$ cat config.mk
export PLATFORM = sky130hd
export DESIGN_NAME = sipo_8_bit_rx
export DESIGN_NICKNAME = d
export VERILOG_FILES = /design/src/rtl/shift_reg_pkg.sv /design/src/rtl/sipo_out_hold.sv /design/src/rtl/sipo_8_bit_rx.sv
export SDC_FILE = /design/constraint.sdc
export NUM_CORES = 1
export LEC_CHECK = 0
export ABC_AREA = 1
export CAP_MARGIN = 20
export CORE_ASPECT_RATIO = 0.8
export CORE_MARGIN = 1
export CORE_UTILIZATION = 50
export DETAILED_ROUTE_END_ITERATION = 12
export GPL_TIMING_DRIVEN = 0
export PLACE_DENSITY = 0.82
export SLEW_MARGIN = 25
export SYNTH_ARGS = -nofsm -noshare
export SYNTH_HDL_FRONTEND = slang
export SYNTH_SLANG_ARGS = --single-unit
$ cat constraint.sdc
create_clock -name clk -period 1.4 [get_ports clk]
set_input_delay 0.21 -clock clk [delete_from_list [all_inputs] [get_ports clk]]
set_output_delay 0.21 -clock clk [all_outputs]
set_load 0.01 [all_outputs]
$ cat src/rtl/shift_reg_pkg.sv
// Shared definitions for the 8-bit PISO/SIPO shift-register pair:
// default width, assembly state encoding and bit-order constants.
package shift_reg_pkg;

    localparam int SR_WIDTH_DEFAULT = 8;

    typedef enum logic {
        ST_IDLE  = 1'b0,
        ST_SHIFT = 1'b1
    } sr_state_e;

    localparam logic MSB_FIRST_C = 1'b1;
    localparam logic LSB_FIRST_C = 1'b0;

endpackage : shift_reg_pkg

$ cat src/rtl/sipo_out_hold.sv
// Output holding register for the SIPO receiver: valid/ready handshake
// and sticky overrun detection when a completed word finds the register full.
module sipo_out_hold
    import shift_reg_pkg::*;
#(
    parameter int WIDTH = SR_WIDTH_DEFAULT
) (
    input  logic             clk,
    input  logic             rst_n,
    input  logic             load,
    input  logic [WIDTH-1:0] word,
    input  logic             out_ready,
    output logic [WIDTH-1:0] out_data,
    output logic             out_valid,
    output logic             overrun
);

    logic accept;

    assign accept = out_valid & out_ready;

    // NOTE: non-blocking assignments keep every register sampling pre-edge values.
    always_ff @(posedge clk) begin
        if (rst_n) begin
            out_data  <= '0;
            out_valid <= 1'b0;
            overrun   <= 1'b0;
        end else if (load) begin
            // A word being consumed this cycle frees the slot for the new one.
            if (!out_valid || out_ready) begin
                out_data  <= word;
                out_valid <= 1'b1;
            end else begin
                overrun <= 1'b1;
            end
        end else if (accept) begin
            out_valid <= 1'b0;
        end
    end

endmodule : sipo_out_hold

$ cat src/rtl/sipo_8_bit_rx.sv
// Serial-to-parallel receive stage: assembles WIDTH-bit words from the PISO
// stream, flags aborted frames and hands words to sipo_out_hold.
module sipo_8_bit_rx
    import shift_reg_pkg::*;
#(
    parameter int   WIDTH     = SR_WIDTH_DEFAULT,
    parameter logic MSB_FIRST = MSB_FIRST_C
) (
    input  logic             clk,
    input  logic             rst_n,
    input  logic             shift_en,
    input  logic             serial_in,
    output logic [WIDTH-1:0] out_data,
    output logic             out_valid,
    input  logic             out_ready,
    output logic             overrun,
    output logic             frame_abort
);

    localparam int CNT_W = $clog2(WIDTH);

    logic [WIDTH-1:0] shreg;
    logic [WIDTH-1:0] shreg_next;
    logic [CNT_W-1:0] bit_cnt;
    sr_state_e        state;
    logic             word_done;

    assign state = (bit_cnt == '0) ? ST_IDLE : ST_SHIFT;

    // The candidate word includes the bit sampled this cycle.
    assign shreg_next = (MSB_FIRST == MSB_FIRST_C) ? {shreg[WIDTH-2:0], serial_in}
                                                   : {serial_in, shreg[WIDTH-1:1]};

    assign word_done = shift_en && (bit_cnt == CNT_W'(WIDTH - 1));

    always_ff @(posedge clk) begin
        if (rst_n) begin
            shreg       <= '0;
            bit_cnt     <= '0;
            frame_abort <= 1'b0;
        end else begin
            frame_abort <= 1'b0;
            if (shift_en) begin
                shreg   <= shreg_next;
                bit_cnt <= word_done ? '0 : bit_cnt + CNT_W'(1);
            end else if (state == ST_SHIFT) begin
                bit_cnt     <= '0;
                frame_abort <= 1'b1;
            end
        end
    end

    sipo_out_hold #(
        .WIDTH (WIDTH)
    ) u_out_hold (
        .clk       (clk),
        .rst_n     (rst_n),
        .load      (word_done),
        .word      (shreg_next),
        .out_ready (out_ready),
        .out_data  (out_data),
        .out_valid (out_valid),
        .overrun   (overrun)
    );

endmodule : sipo_8_bit_rx

**Yosys cells after proc, flatten, opt, wreduce, memory -nomap -nowiden**

Index checks and enable logic that the tools add are counted.

- Bits in registers: 21
- Input port bits: 5
- Output and inout port bits: 11
- Word-level logic and storage cells: 28

- $add $sub $neg: 1
- Equal/unequal tests: 3
- Mux-type cells: 7
- Bitwise gates (word level): 2
- Reductions and logical operators: 9

Operator list:

| kind | count |
|---|---|
| $mux W3 | 3 |
| $reduce_and A2 Y1 | 3 |
| $mux W1 | 4 |
| $add A3 B1 Y3 const B | 1 |
| $eq A3 B3 Y1 const B | 1 |
| $logic_not A3 Y1 | 1 |
| $ne A2 B1 Y1 const B | 1 |
| $ne A2 B2 Y1 const B | 1 |
| $reduce_bool A2 Y1 | 1 |
| $reduce_or A2 Y1 | 1 |
| $and A1 B1 Y1 | 1 |
| $logic_and A1 B1 Y1 | 1 |
| $logic_not A1 Y1 | 1 |
| $logic_or A1 B1 Y1 | 1 |
| $not A1 Y1 | 1 |

**Longest topological paths before layout**

Gate-level depths: netlist of run 1.

- Depth after elaboration: 4
- Gate-level depth with buffers: 8
- Depth with buffers taken out: 7

**Hierarchy**

Synthesis of run 1 repeated with hierarchy kept, for this count alone.

- Cells, all modules: 109
- Area, all modules: 869.6 sq um

Modules (own cells, without submodules):

| module | instances | cells an instance | area each (sq um) | sequential area each (sq um) |
|---|---|---|---|---|
| sipo_out_hold | 1 | 61 | 450.4 | 200.2 |
| sipo_8_bit_rx | 1 | 48 | 419.2 | 220.2 |

**Least setup slack after synthesis of run 1**

OpenSTA, ideal clock, no wires.

- Path type: reg2reg
- Start: register bit_cnt[0]
- End: register u_out_hold.out_data[6]
- Setup time: 0.113 ns
- Arrival time: 1.153 ns
- Data required time: 1.287 ns
- Setup slack: 0.133 ns
- Cell stages (with the launch flop): 8
- Buffers on the path: 1
- Clock period less this slack: 1.267 ns
- Path through: dfxtp_1 -> ha_1 -> ha_1 -> nand2_4 -> inv_6 -> buf_12 -> a21oi_2 -> nor2_2

- Longest elaborated chain between the ends: 3

Ends and longest elaborated chain:

| what | line | RTL |
|---|---|---|
| from (decl) | sipo_8_bit_rx.sv:24 | `logic [CNT_W-1:0] bit_cnt;` |
| from (signal assigned) | sipo_8_bit_rx.sv:45 | `bit_cnt <= word_done ? '0 : bit_cnt + CNT_W'(1);` |
| $eq A3 B3 Y1 | sipo_8_bit_rx.sv:34 | `assign word_done = shift_en && (bit_cnt == CNT_W'(WIDTH - 1));` |
| $logic_and A1 B1 Y1 | sipo_8_bit_rx.sv:34 |  |
| $reduce_and A2 Y1 (no line) | -- |  |
| to (signal assigned) | sipo_out_hold.sv:31 | `out_data <= word;` |
| to (decl) | sipo_out_hold.sv:13 | `output logic [WIDTH-1:0] out_data,` |

Every way passes these cells.
A chain may end at the register's enable or synchronous reset.

**Worst setup path after layout of run 1**

Ends and elaborated chain as after synthesis.

==> results.json, run 1 <==
{
  "status": "finished clean",
  "synth_compound_area_frac": 0.1737,
  "area_growth_pct": 21.98,
  "via_per_inst": 5.088,
  "synth_fp_nets": 116,
  "tightestPinTransition_ns": 0.2244,
  "numCtsBuffers": 3,
  "pwr-share-comb": 0.088,
  "dpl.hpwl_um": 1216,
  "reg2reg_to": "u_out_hold.out_data[6]$_SDFFE_PP0P_",
  "track_usage": 0.1858,
  "yosys-top-cells-area": "dfxtp_1, a21oi_2, inv_1, a21oi_1, nand2_1",
  "synthDistinctLibCells": 21,
  "max_cap_violations": 0,
  "drc": 0,
  "setup-violations-final": 0,
  "io_buffers": 14,
  "reg2reg_depth": 8,
  "crit_type": "reg2reg",
  "antenna_found_initial": 0,
  "grt_max_degree": 12,
  "max_freq_mhz": 766.0,
  "gp_congestion": 0.7704,
  "arrival_ns": 1.52,
  "min_period_ns": 1.306,
  "ys_warn_count": 0,
  "synthAdderAreaFrac": 0.04071,
  "syn_area_um2": 922.1,
  "peakVddDrop_uv": 825.2,
  "ys_ff_latch": 21,
  "skew_ns": 0.004149,
  "pwr_density_cell_nw_per_um2": 892.9,
  "r2r_start": "bit_cnt[0]$_SDFFE_PP0P_",
  "ctsHoldBuffers": 0,
  "drtAntennaViolNets": 0,
  "core_area_um2": 1675,
  "cp_cell_sequence": "ha_2, ha_4, nand2_4, inv_6, buf_12, nand3_2, nand2_1, nor2_2",
  "synthXorXnorAreaFrac": 0,
  "cp_max_fo": 10,
  "fp.dieW_um": 50.02,
  "p_switching_mw": 0.2400,
  "endpoint_kind": "flip-flop",
  "critPathLaunch": "bit_cnt[0]$_SDFFE_PP0P_",
  "clockBufferDepth": 2,
  "r2r_slack_ns": 0.09,
  "p_leak_nw": 0.5352,
  "worstSetupEndpoint": "u_out_hold.out_data[6]$_SDFFE_PP0P_",
  "start_util": 0.5504,
  "yosysTopAreaCell": "dfxtp_1",
  "htreeDepth": 1,
  "slew_violations": 0,
  "synthSimpleGateAreaFrac": 0.1967,
  "swShare": 0.2390,
  "rsz0062_at_grt": "false",
  "power_mw": 1.004,
  "seq_area_frac_synth": 0.4559,
  "tritoncts": "done",
  "drt-initial-drc-count": 17,
  "dieHeight_um": 40.41,
  "drt-total-wl_um": 1675,
  "slew-limit-headroom": 0.8502,
  "p_seq_frac": 0.623,
  "slowest_stage": "dfxtp_1",
  "cp-start-kind": "flip-flop",
  "path_clk_slew_ns": 0.11,
  "clk_latency_ns": 0.30,
  "crit_required_ns": 1.61,
  "clkSinkCount": 21,
  "synth_cells": 108,
  "drive_above_1_share": 0.1984,
  "finalHoldViolCount": 0,
  "fp-row-count": 13,
  "grt_pass1_wl_um": 2656,
  "diodes": 0,
  "setup_tns_ns": 0,
  "syn_avg_cell_area_um2": 8.538,
  "max_stage_delay_ns": 0.38,
  "synthMuxAreaShare": 0,
  "ioPinCount": 16,
  "layoutNonFillerInstCount": 148,
  "cts_root_buffer": "clkbuf_4",
  "grt_pass1_vias": 640,
  "p_int_mw": 0.7644,
  "die_area_um2": 2021,
  "p_clk_frac": 0.289,
  "grt-ovfl-total": 0,
  "final_nets": 135,
  "wire_per_inst_um": 11.32,
  "min_path_type": "in2reg",
  "dr.pass1.iters": 4,
  "post-route-period-util": 0.9325,
  "dp.cells": 144,
  "dr_total_vias": 753,
  "synth_top_area_share": 0.4559,
  "synth_top_family_by_area": "simple AND/OR/NAND/NOR gates"
}
power by group through the flow:
stage,registers (mW),logic [mW],clock network [mW]
global route,0.628,0.0994,0.328
floorplan,0.638,0.0599,0
global placement,0.638,0.0840,0
detailed placement,0.639,0.0877,0
CTS,0.626,0.0884,0.301
finish,0.626,0.0885,0.290
area by class of cell:
type                    count  area (um^2)
fillers                   143        550.5
flip-flops and latches     21        420.4
multi-input cells          66        394.1
repair buffers             14        133.9
inverters                  16        65.06
plain buffers               5        57.56
well taps                  22        27.53
clock buffers               4        26.28
metrics by stage:
step	util	hold slack (ns)	setup WS [ns]	cell area (um^2)
after floorplan	-	0.2791	0.1332	922.1
after global placement	0.6505	0.4365	0.01945	1090
after detailed placement	0.6505	0.4456	-0.002272	1090
after CTS	0.6594	0.1974	0.001403	1105
after global routing	0.6714	0.1917	0.01393	1125
final	0.6714	0.2108	0.09444	1125
worst max-delay path, delay by kind of cell, from the launching register on:
kind | cells | cell delay, ns
flip-flops | 1 | 0.38
adder cells (fa/ha/maj) | 2 | 0.37
buffers and inverters | 2 | 0.22
AND/OR/NAND/NOR | 4 | 0.25
layer usage:
layer  track usage  share of wire  vias up  wire length [um]
met4        0.1143          0.024        0                40
met5             0              0        -                 0
met2        0.3067           0.45       21               747
met3       0.07197          0.051        7                85
li1              -              -      387                 -
met1        0.2095           0.48      338               802
repair_timing:
item	in CTS	in global routing
endpoints found under the setup margin	9	10
gates resized for setup	9	5
buffers inserted	0	0
hold endpoints to repair	0	0
Yosys cell counts:
cell type,number
nand3_2,2
a21oi_2,8
nor2_2,1
buf_6,2
nand2_1,11
buf_4,2
inv_2,1
nor2_1,10
inv_6,1
a21oi_1,10
inv_1,14
dfxtp_1,21
or2_0,1
nand2_2,1
nand2_4,1
nand4_1,2
o21ai_0,8
buf_12,1
ha_1,3
nor3_1,1
nand3_1,7
registers in the layout (all words and copies together) (netlist names):
register and count:
frame_abort 1, u_out_hold.out_data 8, u_out_hold.overrun 1, shreg 7, u_out_hold.out_valid 1, bit_cnt 3
cells by family after synthesis:
group                      after synthesis
buffers and inverters                   21
and+or+nand+nor                         37
adders and majority gates                3
AOI/OAI and AO/OA                       26
DFF                                     21
worst min path at each step:
| stage | slack [ns] | cells past startpoint | to | from |
|---|---|---|---|---|
| 2_1_floorplan | 0.28 | 1 | u_out_hold.out_valid$_SDFFE_PP0P_ | rst_n |
| 3_3_place_gp | 0.44 | 2 | u_out_hold.overrun$_SDFFE_PP0P_ | u_out_hold.overrun$_SDFFE_PP0P_ |
| 3_5_place_dp | 0.45 | 2 | u_out_hold.overrun$_SDFFE_PP0P_ | u_out_hold.overrun$_SDFFE_PP0P_ |
| 4_1_cts | 0.20 | 3 | u_out_hold.out_valid$_SDFFE_PP0P_ | shift_en |
| 5_1_grt | 0.19 | 3 | u_out_hold.out_valid$_SDFFE_PP0P_ | shift_en |
| 6_report | 0.21 | 3 | u_out_hold.out_valid$_SDFFE_PP0P_ | shift_en |
placed cells by master (no fill, tap or decap):
cell type / count
nor2_2: 1
nand4_1: 2
clkdlybuf4s50_1: 3
nor3_1: 1
ha_1: 1
clkbuf_1: 1
nor2_1: 10
nand2_4: 1
buf_6: 2
nand3_1: 7
nand3_2: 2
inv_1: 14
nand2_2: 1
nand2_1: 11
inv_2: 1
buf_4: 2
ha_4: 1
a21oi_1: 10
dlygate4sd2_1: 9
ha_2: 1
clkbuf_4: 3
a21oi_2: 8
inv_6: 1
or2_0: 1
o21ai_0: 8
dlymetal6s2s_1: 2
buf_12: 1
dfxtp_1: 21
Power figures use the tool's default switching activity.
==> run 2, diff against run 1 <==
--- a/config.mk
+++ b/config.mk
@@ -8,7 +8,6 @@
 export ABC_AREA = 1
 export CAP_MARGIN = 20
 export CORE_ASPECT_RATIO = 0.8
-export CORE_MARGIN = 1
 export CORE_UTILIZATION = 50
 export DETAILED_ROUTE_END_ITERATION = 12
 export GPL_TIMING_DRIVEN = 0
==> results of run 2 <==
Same layout as run 1: the final DEF is identical, and so are final timing and power.
==> run 3, diff against run 2 <==
--- a/config.mk
+++ b/config.mk
@@ -8,10 +8,11 @@
 export ABC_AREA = 1
 export CAP_MARGIN = 20
 export CORE_ASPECT_RATIO = 0.8
-export CORE_UTILIZATION = 50
+export CORE_UTILIZATION = 53
+export CTS_BUF_LIST = sky130_fd_sc_hd__clkbuf_4 sky130_fd_sc_hd__clkbuf_8
 export DETAILED_ROUTE_END_ITERATION = 12
 export GPL_TIMING_DRIVEN = 0
-export PLACE_DENSITY = 0.82
+export PLACE_DENSITY = 0.86
 export SLEW_MARGIN = 25
 export SYNTH_ARGS = -nofsm -noshare
 export SYNTH_HDL_FRONTEND = slang
==> run 3 against run 2 <==
Net effect:
- clock skew down 0.00083 ns
- worst setup slack better by 0.0056 ns
- final cell count is the same
- worst hold slack got worse by 0.017 ns
- highest routed layer unchanged
- combinational power decreased by 1%
- sequential share of layout area about the same
==> results.json, run 3 (synthesis results as in run 1) <==
{
  "grt_pass1_vias": 624,
  "slowest_stage": "dfxtp_1",
  "core_area_um2": 1627,
  "p_clk_frac": 0.305,
  "htreeDepth": 1,
  "fp.dieW_um": 48.64,
  "min_path_type": "in2reg",
  "dpl.hpwl_um": 1144,
  "track_usage": 0.1928,
  "grt_max_degree": 12,
  "pwr-share-comb": 0.085,
  "max_cap_violations": 0,
  "p_int_mw": 0.7839,
  "gp_congestion": 0.7831,
  "p_leak_nw": 0.5412,
  "ioPinCount": 16,
  "dr.pass1.iters": 4,
  "arrival_ns": 1.52,
  "reg2reg_to": "u_out_hold.out_data[6]$_SDFFE_PP0P_",
  "min_period_ns": 1.300,
  "preCtsSetupSlack_ns": 0.01278,
  "grt_pass1_wl_um": 2704,
  "setup_ws_ns": 0.1000,
  "area_growth_pct": 22.12,
  "fp-row-count": 13,
  "reg_top3": "u_out_hold.out_data (8), shreg (7), bit_cnt (3)",
  "dieHeight_um": 39.31,
  "antenna_found_initial": 0,
  "crit_required_ns": 1.62,
  "dr_total_vias": 754,
  "peakVddDrop_uv": 696.7,
  "rsz0062_at_grt": "false",
  "drtAntennaViolNets": 0,
  "tritoncts": "done",
  "drt-initial-drc-count": 18,
  "numCtsBuffers": 3,
  "p_seq_frac": 0.610,
  "register_area_um2": 420.4,
  "clk_latency_ns": 0.31,
  "p_switching_mw": 0.2417,
  "tightestPinTransition_ns": 0.2278,
  "slew-limit-headroom": 0.8480,
  "worstSetupEndpoint": "u_out_hold.out_data[6]$_SDFFE_PP0P_",
  "setup_tns_ns": 0,
  "final_common_cell": "dfxtp_1",
  "endpoint_kind": "flip-flop",
  "drt-total-wl_um": 1631,
  "mostFrequentLayoutCells": "dfxtp_1, inv_1, nand2_1",
  "reg2reg_depth": 8,
  "cp_cell_sequence": "ha_1, ha_4, nand2_4, inv_6, buf_12, nand3_2, nand2_1, nor2_2",
  "status": "finished clean",
  "multi_input_area_um2": 391.6,
  "pwr_density_cell_nw_per_um2": 910.8,
  "die_area_um2": 1912,
  "grt-ovfl-total": 0,
  "skew_ns": 0.003320,
  "io_buffers": 14,
  "cp.depth": 8,
  "clkSinkCount": 21,
  "diodes": 0,
  "slew_violations": 0,
  "via_per_inst": 5.095,
  "post-route-period-util": 0.9286,
  "drive_above_1_share": 0.1984,
  "largest_register_ffs": 8,
  "r2r_slack_ns": 0.1,
  "max_freq_mhz": 769.2,
  "clockBufferDepth": 2,
  "wire_per_inst_um": 11.02,
  "final_nets": 135,
  "top_register": "u_out_hold.out_data",
  "finalHoldViolCount": 0,
  "setup-violations-final": 0,
  "critPathLaunch": "bit_cnt[1]$_SDFFE_PP0P_",
  "r2r_start": "bit_cnt[1]$_SDFFE_PP0P_",
  "swShare": 0.2357,
  "nFillCells": 131,
  "cp_max_fo": 10,
  "cts_root_buffer": "clkbuf_4",
  "crit_type": "reg2reg",
  "start_util": 0.5669,
  "path_clk_slew_ns": 0.11,
  "ctsHoldBuffers": 0,
  "cp-start-kind": "flip-flop",
  "cpLargestDelayFamily": "adder cells",
  "drc": 0,
  "max_stage_delay_ns": 0.37,
  "critPathBufInv": 2
}
## run 3: cell types whose count changed in the layout (fill, tap and decap cells not counted)
| cell | before | now |
|---|---|---|
| clkbuf_1 | 1 | 0 |
| clkbuf_4 | 3 | 4 |
| ha_1 | 1 | 2 |
| ha_2 | 1 | 0 |
## run 3: layer usage
metal / GRT usage / part of all wire / vias up
li1: - / - / 386
met1: 0.2382 / 0.48 / 343
met2: 0.3160 / 0.44 / 21
met3: 0.05814 / 0.055 / 4
met4: 0.08824 / 0.021 / 0
met5: 0 / 0 / -
## run 3: worst min-delay path by stage
stage / to / slack, ns / startpoint / depth (start not counted)
5_1_grt: u_out_hold.out_valid$_SDFFE_PP0P_ / 0.19 / shift_en / 3
3_3_place_gp: u_out_hold.overrun$_SDFFE_PP0P_ / 0.44 / u_out_hold.overrun$_SDFFE_PP0P_ / 2
2_1_floorplan: u_out_hold.out_valid$_SDFFE_PP0P_ / 0.28 / rst_n / 1
3_5_place_dp: u_out_hold.overrun$_SDFFE_PP0P_ / 0.45 / u_out_hold.overrun$_SDFFE_PP0P_ / 2
6_report: u_out_hold.out_valid$_SDFFE_PP0P_ / 0.19 / shift_en / 3
4_1_cts: u_out_hold.out_valid$_SDFFE_PP0P_ / 0.19 / shift_en / 3
## run 3: metrics by stage
stage	instances	utilization	total power, mW	hold WS (ns)	area, um^2
after global routing	148	0.6923	1.072	0.1872	1126
after floorplan	108	-	0.6978	0.2791	922.1
after CTS	148	0.6815	1.027	0.1946	1109
after detailed placement	144	0.6700	0.7257	0.4549	1090
final	148	0.6923	1.026	0.1942	1126
after global placement	144	0.6700	0.7218	0.4365	1090
## run 3: power by group through the flow
stage,clock network (mW),registers [mW],logic (mW)
final,0.312,0.626,0.0874
after global routing,0.342,0.628,0.102
after CTS,0.314,0.625,0.0869
after detailed placement,0,0.639,0.0866
after global placement,0,0.638,0.0837
after floorplan,0,0.638,0.0599
## run 3: final cells by class
class	count	share of cell area
Tap cell	22	0.02444
Buffer	5	0.05111
Timing Repair Buffer	14	0.1189
Clock buffer	4	0.02667
Inverter	16	0.05778
Sequential cell	21	0.3733
Multi-Input combinational cell	66	0.3478
## run 3: tightest hold or removal path: cells and delay by family
family | cells | cell delay, ns
buf+inv | 1 | 0.12
compound gates | 1 | 0.06
simple gates | 1 | 0.08
## run 3: what timing repair did
action                     in CTS  in global routing
setup endpoints to repair       9                  9
resized for setup               9                  4
buffers inserted                0                  0
